**config.mk**
```make
export PLATFORM = sky130hd
export DESIGN_NAME = led_frame_arbiter
export DESIGN_NICKNAME = d
export VERILOG_FILES = /design/src/rtl/led_frame_pkg.sv /design/src/rtl/led_frame_arbiter_rr.sv /design/src/rtl/led_frame_arbiter.sv
export SDC_FILE = /design/constraint.sdc
export NUM_CORES = 1
export LEC_CHECK = 0
export BUFFER_PORTS_ARGS = -buffer_cell sky130_fd_sc_hd__buf_2
export CAP_MARGIN = 20
export CORE_UTILIZATION = 56
export DETAILED_ROUTE_END_ITERATION = 7
export GPL_TIMING_DRIVEN = 0
export PLACE_DENSITY = 0.91
export SLEW_MARGIN = 10
export SYNTH_ARGS = -nofsm -noshare
export SYNTH_HDL_FRONTEND = slang
export SYNTH_SLANG_ARGS = --single-unit
```
**constraint.sdc**
```tcl
create_clock -name clk12MHz -period 3.08 [get_ports clk12MHz]
set_clock_uncertainty 0.2 [all_clocks]
set_input_delay 0.308 -clock clk12MHz [delete_from_list [all_inputs] [get_ports clk12MHz]]
set_output_delay 0.308 -clock clk12MHz [all_outputs]
set_load 0.05 [all_outputs]
```
**src/rtl/led_frame_pkg.sv**
```systemverilog
// Shared types and constants for the LED frame arbiter.
package led_frame_pkg;
  localparam int COL_W    = 2;
  localparam int ROW_W    = 8;
  localparam int NUM_COLS = 4;
  localparam logic [ROW_W-1:0] LEDS_OFF = 8'hFF;

  typedef enum logic [1:0] {IDLE, OWN_A, OWN_B, WAIT_SYNC} frame_state_t;
  typedef enum logic {WR_A = 1'b0, WR_B = 1'b1} writer_t;
endpackage

```
**src/rtl/led_frame_arbiter_rr.sv**
```systemverilog
// Two-way round-robin arbiter: a tie goes to the writer that did not own the last frame.
module led_rr_arb2 (
  input  logic       i_a_valid,
  input  logic       i_b_valid,
  input  logic       i_last_owner,
  output logic [1:0] o_grant
);
  always_comb begin
    o_grant = '0;
    if (i_a_valid && i_b_valid) begin
      if (i_last_owner) o_grant[0] = 1'b1;
      else              o_grant[1] = 1'b1;
    end else begin
      o_grant[0] = i_a_valid;
      o_grant[1] = i_b_valid;
    end
  end
endmodule

```
**src/rtl/led_frame_arbiter.sv**
```systemverilog
// Double-buffered 4x8 LED frame store shared by two writers; swaps on frame_sync after commit.
module led_frame_arbiter
  import led_frame_pkg::*;
#(
  parameter int TIMEOUT = 4096
) (
  input  logic             clk12MHz,
  input  logic             rst_n,
  input  logic             frame_sync,
  input  logic             a_valid,
  input  logic [COL_W-1:0] a_col,
  input  logic [ROW_W-1:0] a_data,
  input  logic             a_commit,
  output logic             a_ready,
  input  logic             b_valid,
  input  logic [COL_W-1:0] b_col,
  input  logic [ROW_W-1:0] b_data,
  input  logic             b_commit,
  output logic             b_ready,
  output logic [ROW_W-1:0] leds1,
  output logic [ROW_W-1:0] leds2,
  output logic [ROW_W-1:0] leds3,
  output logic [ROW_W-1:0] leds4,
  output logic             swap_pending,
  output logic             abort
);
  localparam int CNT_W = $clog2(TIMEOUT);
  localparam logic [CNT_W-1:0] CNT_MAX = CNT_W'(TIMEOUT - 1);

  frame_state_t r_state, w_state_nxt;
  writer_t      r_last_owner, r_committer;
  logic [NUM_COLS-1:0][ROW_W-1:0] r_front, r_back;
  logic [CNT_W-1:0] r_cnt;
  logic             r_abort;

  logic [1:0]       w_grant;
  logic             w_a_rdy, w_b_rdy, w_a_acc, w_b_acc, w_acc, w_timeout;
  logic [COL_W-1:0] w_col;
  logic [ROW_W-1:0] w_data;
  logic             w_commit;

  led_rr_arb2 u_arb (
    .i_a_valid    (a_valid),
    .i_b_valid    (b_valid),
    .i_last_owner (r_last_owner),
    .o_grant      (w_grant)
  );

  always_ff @(posedge clk12MHz or negedge rst_n) begin
    if (!rst_n) r_state <= IDLE;
    else        r_state <= w_state_nxt;
  end

  always_comb begin
    w_state_nxt = r_state;
    w_a_rdy     = 1'b0;
    w_b_rdy     = 1'b0;
    w_timeout   = 1'b0;
    case (r_state)
      IDLE:    begin w_a_rdy = w_grant[0]; w_b_rdy = w_grant[1]; end
      OWN_A:   w_a_rdy = 1'b1;
      OWN_B:   w_b_rdy = 1'b1;
      default: ;
    endcase
    // Ready is forced low while reset is asserted, even if a writer is valid.
    w_a_rdy  = w_a_rdy & rst_n;
    w_b_rdy  = w_b_rdy & rst_n;
    w_a_acc  = a_valid & w_a_rdy;
    w_b_acc  = b_valid & w_b_rdy;
    w_acc    = w_a_acc | w_b_acc;
    w_col    = w_b_acc ? b_col    : a_col;
    w_data   = w_b_acc ? b_data   : a_data;
    w_commit = w_b_acc ? b_commit : a_commit;
    case (r_state)
      IDLE:
        if (w_acc) w_state_nxt = w_commit ? WAIT_SYNC : (w_b_acc ? OWN_B : OWN_A);
      OWN_A, OWN_B:
        if (w_acc && w_commit) w_state_nxt = WAIT_SYNC;
        else if (!w_acc && r_cnt == CNT_MAX) begin
          w_timeout   = 1'b1;
          w_state_nxt = IDLE;
        end
      WAIT_SYNC:
        if (frame_sync) w_state_nxt = IDLE;
      default: w_state_nxt = IDLE;
    endcase
  end

  always_ff @(posedge clk12MHz or negedge rst_n) begin
    if (!rst_n) begin
      r_front      <= {NUM_COLS{LEDS_OFF}};
      r_back       <= {NUM_COLS{LEDS_OFF}};
      r_cnt        <= '0;
      r_abort      <= 1'b0;
      r_last_owner <= WR_B;
      r_committer  <= WR_B;
    end else begin
      r_abort <= w_timeout;
      if (w_acc) begin
        r_back[w_col] <= w_data;
        if (w_commit) r_committer <= w_b_acc ? WR_B : WR_A;
      end else if (w_timeout) begin
        r_back <= r_front;
      end
      if (r_state == WAIT_SYNC && frame_sync) begin
        r_front      <= r_back;
        r_last_owner <= r_committer;
      end
      if (w_timeout) r_last_owner <= (r_state == OWN_B) ? WR_B : WR_A;
      // Counts idle cycles only while a writer owns the frame; any beat restarts it.
      if ((r_state == OWN_A || r_state == OWN_B) && !w_acc && r_cnt != CNT_MAX)
        r_cnt <= r_cnt + CNT_W'(1);
      else
        r_cnt <= '0;
    end
  end

  assign a_ready      = w_a_rdy;
  assign b_ready      = w_b_rdy;
  assign leds1        = r_front[0];
  assign leds2        = r_front[1];
  assign leds3        = r_front[2];
  assign leds4        = r_front[3];
  assign swap_pending = (r_state == WAIT_SYNC);
  assign abort        = r_abort;
endmodule

```
======== Yosys cells after proc, flatten, opt, wreduce, memory -nomap -nowiden ========
Index checks and enable logic that the tools add are counted.
word-level totals
  bits in registers ....................... 81
  input bits .............................. 27
  output and inout port bits .............. 36
  word-level logic and storage cells ...... 72
cells by class
  add/sub/neg operators ................... 1
  $lt $le $gt $ge ......................... 2
  eq/ne operators ......................... 8
  muxes and demuxes ....................... 28
  bitwise gates (word level) .............. 5
  reductions and logical operators ........ 15
operator list
  cell                   count
  $mux 32                2
  $bwmux 32              1
  $demux 8 s2            1
  $mux 2                 8
  $mux 8                 2
  $add 12x1->12 const B  1
  $eq 12x12->1 const B   1
  $mux 12                1
  $ne 12x12->1 const B   1
  $mux 1                 10
  $logic_and 1x1->1      7
  $pmux 2 s3             1
  $and 1x1->1            4
  $eq 2x2->1 const B     2
  $ne 2x2->1 const B     2
  $pmux 1 s2             2
  $reduce_bool 2->1      2
  $lt 2x3->1 const B     1
  $ne 3x3->1 const B     1
  $reduce_and 3->1       1
  $eq 2x1->1 const B     1
  $ge 2x1->1 const B     1
  $logic_not 2->1        1
  $reduce_and 2->1       1
  4 further kinds        4

======== Depth between registers and ports, before layout ========
  depth after elaboration ................. 13
  gate-level depth with buffers ........... 9
  gate-level depth less buffers ........... 7

======== Hierarchy ========
From an unflattened synthesis, not the netlist that was laid out.
second synthesis, totals
  cell total of the unflattened synthesis .. 333
  area total of the unflattened synthesis .. 3,935.0 µm²
by module, submodules not included
  module             times used  cells each  area an instance (µm²)  sequential area each (µm²)
  led_frame_arbiter  1           330         3,916.3                 2,109.5
  led_rr_arb2        1           3           18.8                    0.0

======== Worst setup path before layout ========
Ideal clock, no wire load.
  kind .................................... register to output
  start ................................... register r_state[0]
  end ..................................... output b_ready
  arrival ................................. 1.829 ns
  required time ........................... 2.572 ns
  setup slack ............................. 0.743 ns
  cell stages (with the launch flop) ...... 6
  buffers on the path ..................... 0
  cells stage by stage .................... dfrtp_1 > inv_1 > ha_1 > a21boi_2 > a21oi_1 > nor2b_1
between the ends
  longest elaborated chain between the ends .. 3
  elaborated cells between the ends (all ways) .. 4
  classes of those cells .................. eq/ne (1); mux (1); bitwise (1); reduce/logical (1)
ends and longest elaborated chain
  item                                                  line                     source
  start: declaration                                    led_frame_arbiter.sv:30  frame_state_t r_state, w_state_nxt;
  start signal: assignment                              led_frame_arbiter.sv:51  else r_state <= w_state_nxt;
  $eq 2x2->1 / $logic_not 2->1 (equally long branches)  led_frame_arbiter.sv:59  case (r_state)
  $pmux 1 s2 *                                          led_frame_arbiter.sv:59
  $and 1x1->1 *                                         led_frame_arbiter.sv:67  w_b_rdy = w_b_rdy & rst_n;
  end: declaration                                      led_frame_arbiter.sv:19  output logic b_ready,
Every way passes the cells marked *; elsewhere a longest branch is shown, timed or not.

======== Worst setup path in the final report ========
  start ................................... input rst_n
  end ..................................... register r_back[29] in the netlist's numbering
between the ends
  longest elaborated chain between the ends .. 9
  elaborated cells between the ends (all ways) .. 22
  classes of those cells .................. order compare (2); mux (10); bitwise (5); reduce/logical (5)
ends and longest elaborated chain
  item                                                            line                                               source
  start: declaration                                              led_frame_arbiter.sv:8                             input logic rst_n,
  $and 1x1->1 (on tied branches)                                  led_frame_arbiter.sv:67, led_frame_arbiter.sv:66
  $and 1x1->1 (on tied branches)                                  led_frame_arbiter.sv:69, led_frame_arbiter.sv:68
  $mux 2 / $or 1x1->1 (equally long branches)                     led_frame_arbiter.sv:71, led_frame_arbiter.sv:70
  $lt 2x3->1 (not written as such), or another cell as far along  led_frame_arbiter.sv:100                           r_back[w_col] <= w_data;
  $logic_and 1x1->1 (on tied branches)                            led_frame_arbiter.sv:100, led_frame_arbiter.sv:79
  $mux 8 (not written as such) / $mux 1 (equally long branches)   led_frame_arbiter.sv:100, led_frame_arbiter.sv:79
  $demux 8 s2 / $mux 1 (equally long branches)                    led_frame_arbiter.sv:100, led_frame_arbiter.sv:78
  $bwmux 32 / $mux 1 (equally long branches)                      led_frame_arbiter.sv:100, led_frame_arbiter.sv:74
  $mux 32 / $reduce_bool 2->1 (equally long branches)             n/a
  end signal: assignment                                          led_frame_arbiter.sv:92                            r_back <= {NUM_COLS{LEDS_OFF}};
  end signal: indexed assignment                                  led_frame_arbiter.sv:100
  end signal: assignment                                          led_frame_arbiter.sv:103                           r_back <= r_front;
  end: declaration                                                led_frame_arbiter.sv:32                            logic [NUM_COLS-1:0][ROW_W-1:0] r_front, r_back;
Several ways; a longest one is shown, not always the timed one.
A chain may end at the register's enable or synchronous reset.

==> summary.md <==
| Metric | Value |
|---|---|
| Required time worst endpoint | `~3200 ps` |
| Min-delay worst type | `input pin to register` |
| Slew Limit Fails | `0` |
| Clock Power Share | `15.0%` |
| Met3 demand-to-capacity share in global routing | `5.77%` |
| Number of iterations in the first detailed-routing pass | `4` |
| Initial cell density of the core | `58.2%` |
| Fin nets | `444` |
| Detailed Route WL | `9.02 mm` |
| Number of levels the H-tree was split into | `3` |
| Number of filler cells placed in the layout | `493` |
| Peak supply drop | `0.560 mV` |
| Floorplan Core Area | `6790 µm²` |
| Kind of critical path | `input pin to register` |
| Count of final hold-check violations | `0` |
| Relative contribution of sequential cells to total power | `40.8%` |
| Clk sinks | `approximately 80` |
| Fraction of synthesis flops using an asynchronous set or reset pin | `100%` |
| Post-route clock period utilization | `approximately 90%` |
| Logic pwr share | `between 40% and 50%` |
| Hold endpoint | `r_committer` |
| Hpwl dp | `6.17 mm` |
| Result of the run | `complete, no violations` |
| Longest Clk Path Bufs | `2` |
| Hold Crit Depth | `3` |
| Global-route track usage on met1 | `roughly 32%` |
| Library cell contributing the largest single delay on the critical path | `dlygate4sd3_1` |
| Distinct cells, synth | `47` |
| Max Clock Freq | `0.351 GHz` |
| Total Routing Usage GR | `a little over a quarter` |
| Slowest cell delay on critical path | `530 ps` |
| Synthesized netlist cell count | `335` |
| PortBufs | `62` |
| Footprint of the multi-input gates | `1750 µm²` |
| Minimum clock period after layout | `2850 ps` |
| Proportion of layout cells with a drive suffix above 1 | `50.5%` |
| Startpoint Class | `input pin` |
| Diodes inserted | `0` |
| Clock input transition at the sequential cells of the worst setup and hold paths | `roughly 90 ps` |
| Startpoint of the worst hold path | `b_commit` |
| Setup slack on the worst flop-to-flop path | `430 ps` |
| Mean number of vias per cell | `5.80` |
| Clk Latency, worst-skew pair | `approximately 360 ps` |
| Met2 track demand over resource | `approximately 44%` |
| Number of enable-type register cells in the synthesized netlist | `0` |
| Remaining max-slew budget at the tightest pin | `62.1%` |
| Cells on worst reg2reg path | `8` |
| Reg-to-Reg Start | `r_state[1]` |
| WL/cell | `17.6 µm` |
| Count of nets left with antenna violations after detail routing | `0` |
| Most common flop cell mapped by yosys | `dfstp_2` |
| Num rows | `30` |
| Pleak | `roughly 2 nW` |
| Total setup buffers inserted after CTS | `0` |
| Sum of overflow across all layers after global routing | `0` |
| Critical path peak fanout | `55` |
| Setup violation total in the final timing report | `0` |
| Number of buffers inserted during clock tree synthesis | `9` |
| Vertical die dimension | `86.0 µm` |
| Setup TNS after final layout | `0 ps` |
| Ports | `63` |
| Worst setup EP type | `register` |
| Transition at the pin with the smallest max-transition slack | `569 ps` |
| Power density relative to cell area | `1130 nW/µm²` |
| Post-route DRC violation count | `0` |
| Placer's final routability congestion estimate | `0.912` |
| Number of maximum-capacitance constraint violations | `0` |
| Synth warnings | `0` |
| Setup repair after global routing missed its margin | `false` |
| Average size of a mapped cell | `11.8 µm²` |
| Wire length of the first global-routing pass | `15.0 mm` |
| Tightest hold margin | `28.9 ps` |
| Switching power of the nets | `about 2.3 mW` |
| Worst reg2reg endpoint | `r_back[4]` |
| Antenna violations before repair | `0` |
| Number of DRC markers in iteration 0 | `153` |
| Area of the mapped netlist | `~4000 µm²` |
| Root buffer cell | `clkbuf_8` |
| CTS tree | `done` |
| Switching share of power | `42.9%` |
| Start point of the critical path | `rst_n` |
| Cell-internal power | `roughly 3.0 mW` |
| Area grow syn2layout | `17.2%` |
| Number of vias in the routed layout | `between 2000 and 3000` |
| Worst EP arrival | `~2900 ps` |
| Sequential cell area fraction in the yosys report | `53.4%` |
| Vias in the first global route | `3130` |
| Final core area utilization | `about two thirds` |
| Sequential cell area | `between 2000 and 2500 µm²` |
| Synthesized Nets | `368` |
| #FFs+latches synth | `81` |
| Critical-path cell list | `dlygate4sd3_1, buf_4, buf_16, o211ai_4, or2_1, nand4_1, clkbuf_1, o21ai_0, a2bb2oi_1` |
| Most Crowded Layer GR | `met2` |
| Die Width | `86.0 µm` |
| Resize count post-CTS | `0` |
| Largest net degree at the start of global routing | `56` |
| Overall power of the completed layout | `~5.2 mW` |
| Die Area | `7400 µm²` |
## cell type report
type	instances	area share, %
Clock inverter	7	1.65
Buffer	12	1.38
Tap cell	96	2.59
Clock buffer	9	2.67
Inverter	9	0.729
Sequential cell	81	45.5
Multi-Input combinational cell	233	37.7
Timing Repair Buffer	65	7.78
## through the flow
step,worst slack [ps],cells,instance area (µm²)
2_1_floorplan,743,335,3950
3_3_place_gp,-301,493,4380
3_5_place_dp,492,494,4410
4_1_cts,250,512,4630
5_1_grt,55.9,512,4630
6_report,234,512,4630
## registers in the layout, summed over array words and instances, names as in the netlist
| register | flops |
|---|---|
| r_back | 32 |
| r_cnt | 12 |
| leds1 | 8 |
| leds2 | 8 |
| leds3 | 8 |
| leds4 | 8 |
| r_state | 2 |
| abort | 1 |
| r_committer | 1 |
| r_last_owner | 1 |
## worst max-delay path by stage
stage	end	slack (ps)
final	r_back[29]	230
after global routing	r_back[29]	60
after CTS	r_back[4]	250
after detailed placement	r_back[29]	490
after global placement	r_back[29]	-300
after floorplan	b_ready	740
## what timing repair did
| item | in CTS | in global routing |
|---|---|---|
| setup endpoints to repair | 0 | 0 |
| hold buffers | 2 | 0 |
| endpoints found under the hold margin | 9 | 0 |
## routing by layer
metal,vias to the layer above,wire [µm]
met5,-,0
met4,0,276
met3,24,448
met2,96,4490
met1,1483,3800
li1,1366,-
## cells in the mapped netlist, types with 3 or more instances
| cell type | n | area (µm²) |
|---|---|---|
| xor2_1 | 4 | 35.0 |
| and3_1 | 3 | 18.8 |
| xnor2_1 | 4 | 35.0 |
| mux2i_2 | 4 | 55.1 |
| o21ai_0 | 36 | 180 |
| dfstp_2 | 66 | 1730 |
| a21oi_1 | 5 | 25.0 |
| nand2_2 | 4 | 25.0 |
| a2bb2oi_1 | 32 | 280 |
| nand3_1 | 3 | 15.0 |
| nor2b_1 | 4 | 25.0 |
| buf_2 | 6 | 30.0 |
| ha_1 | 6 | 75.1 |
| nor2_1 | 14 | 52.6 |
| nand4_1 | 3 | 18.8 |
| nand2_1 | 39 | 146 |
| mux2_2 | 40 | 450 |
| buf_1 | 3 | 11.3 |
| inv_1 | 9 | 33.8 |
| dfrtp_1 | 15 | 375 |
| or3_1 | 3 | 18.8 |
## logic make-up (layout without fill, tap and decap cells)
kind of cell / count (synthesis) / in the layout / synth area share (%)
xor gates and xnor gates: 8 / 8 / 1.77
DFF: 81 / 81 / 53.4
muxes: 47 / 47 / 13.6
adders and majority gates: 6 / 6 / 1.90
and+or+nand+nor: 86 / 86 / 10.7
AOI/OAI and AO/OA: 86 / 86 / 16.2
buffers and inverters: 21 / 102 / 2.47
## worst max-delay path: cells and delay by family
| kind | cells | cell delay [ps] |
|---|---|---|
| AOI/OAI and AO/OA | 3 | 600 |
| buffers and inverters | 4 | 1590 |
| and+or+nand+nor | 2 | 400 |
## power by group through the flow
stage	Clock (mW)	Sequential, mW	Combinational, mW
final	0.788	2.14	2.32
after CTS	0.800	2.14	2.32
after floorplan	0	2.85	1.05
after global routing	0.846	2.20	2.46
after global placement	0	2.11	2.23
after detailed placement	0	2.14	2.30
## placed cells by master (no fill, tap or decap), types with 4 or more instances in the layout
cell type	count
ha_1	6
buf_2	67
nor2b_1	4
mux2_2	40
inv_1	9
nand2_2	4
o21ai_0	36
nor2_1	14
xnor2_1	4
mux2i_2	4
nand2_1	39
dfstp_2	66
xor2_1	4
dfrtp_1	15
clkbuf_8	9
a2bb2oi_1	32
a21oi_1	5
No activity file was read; power rests on OpenSTA's default activity.
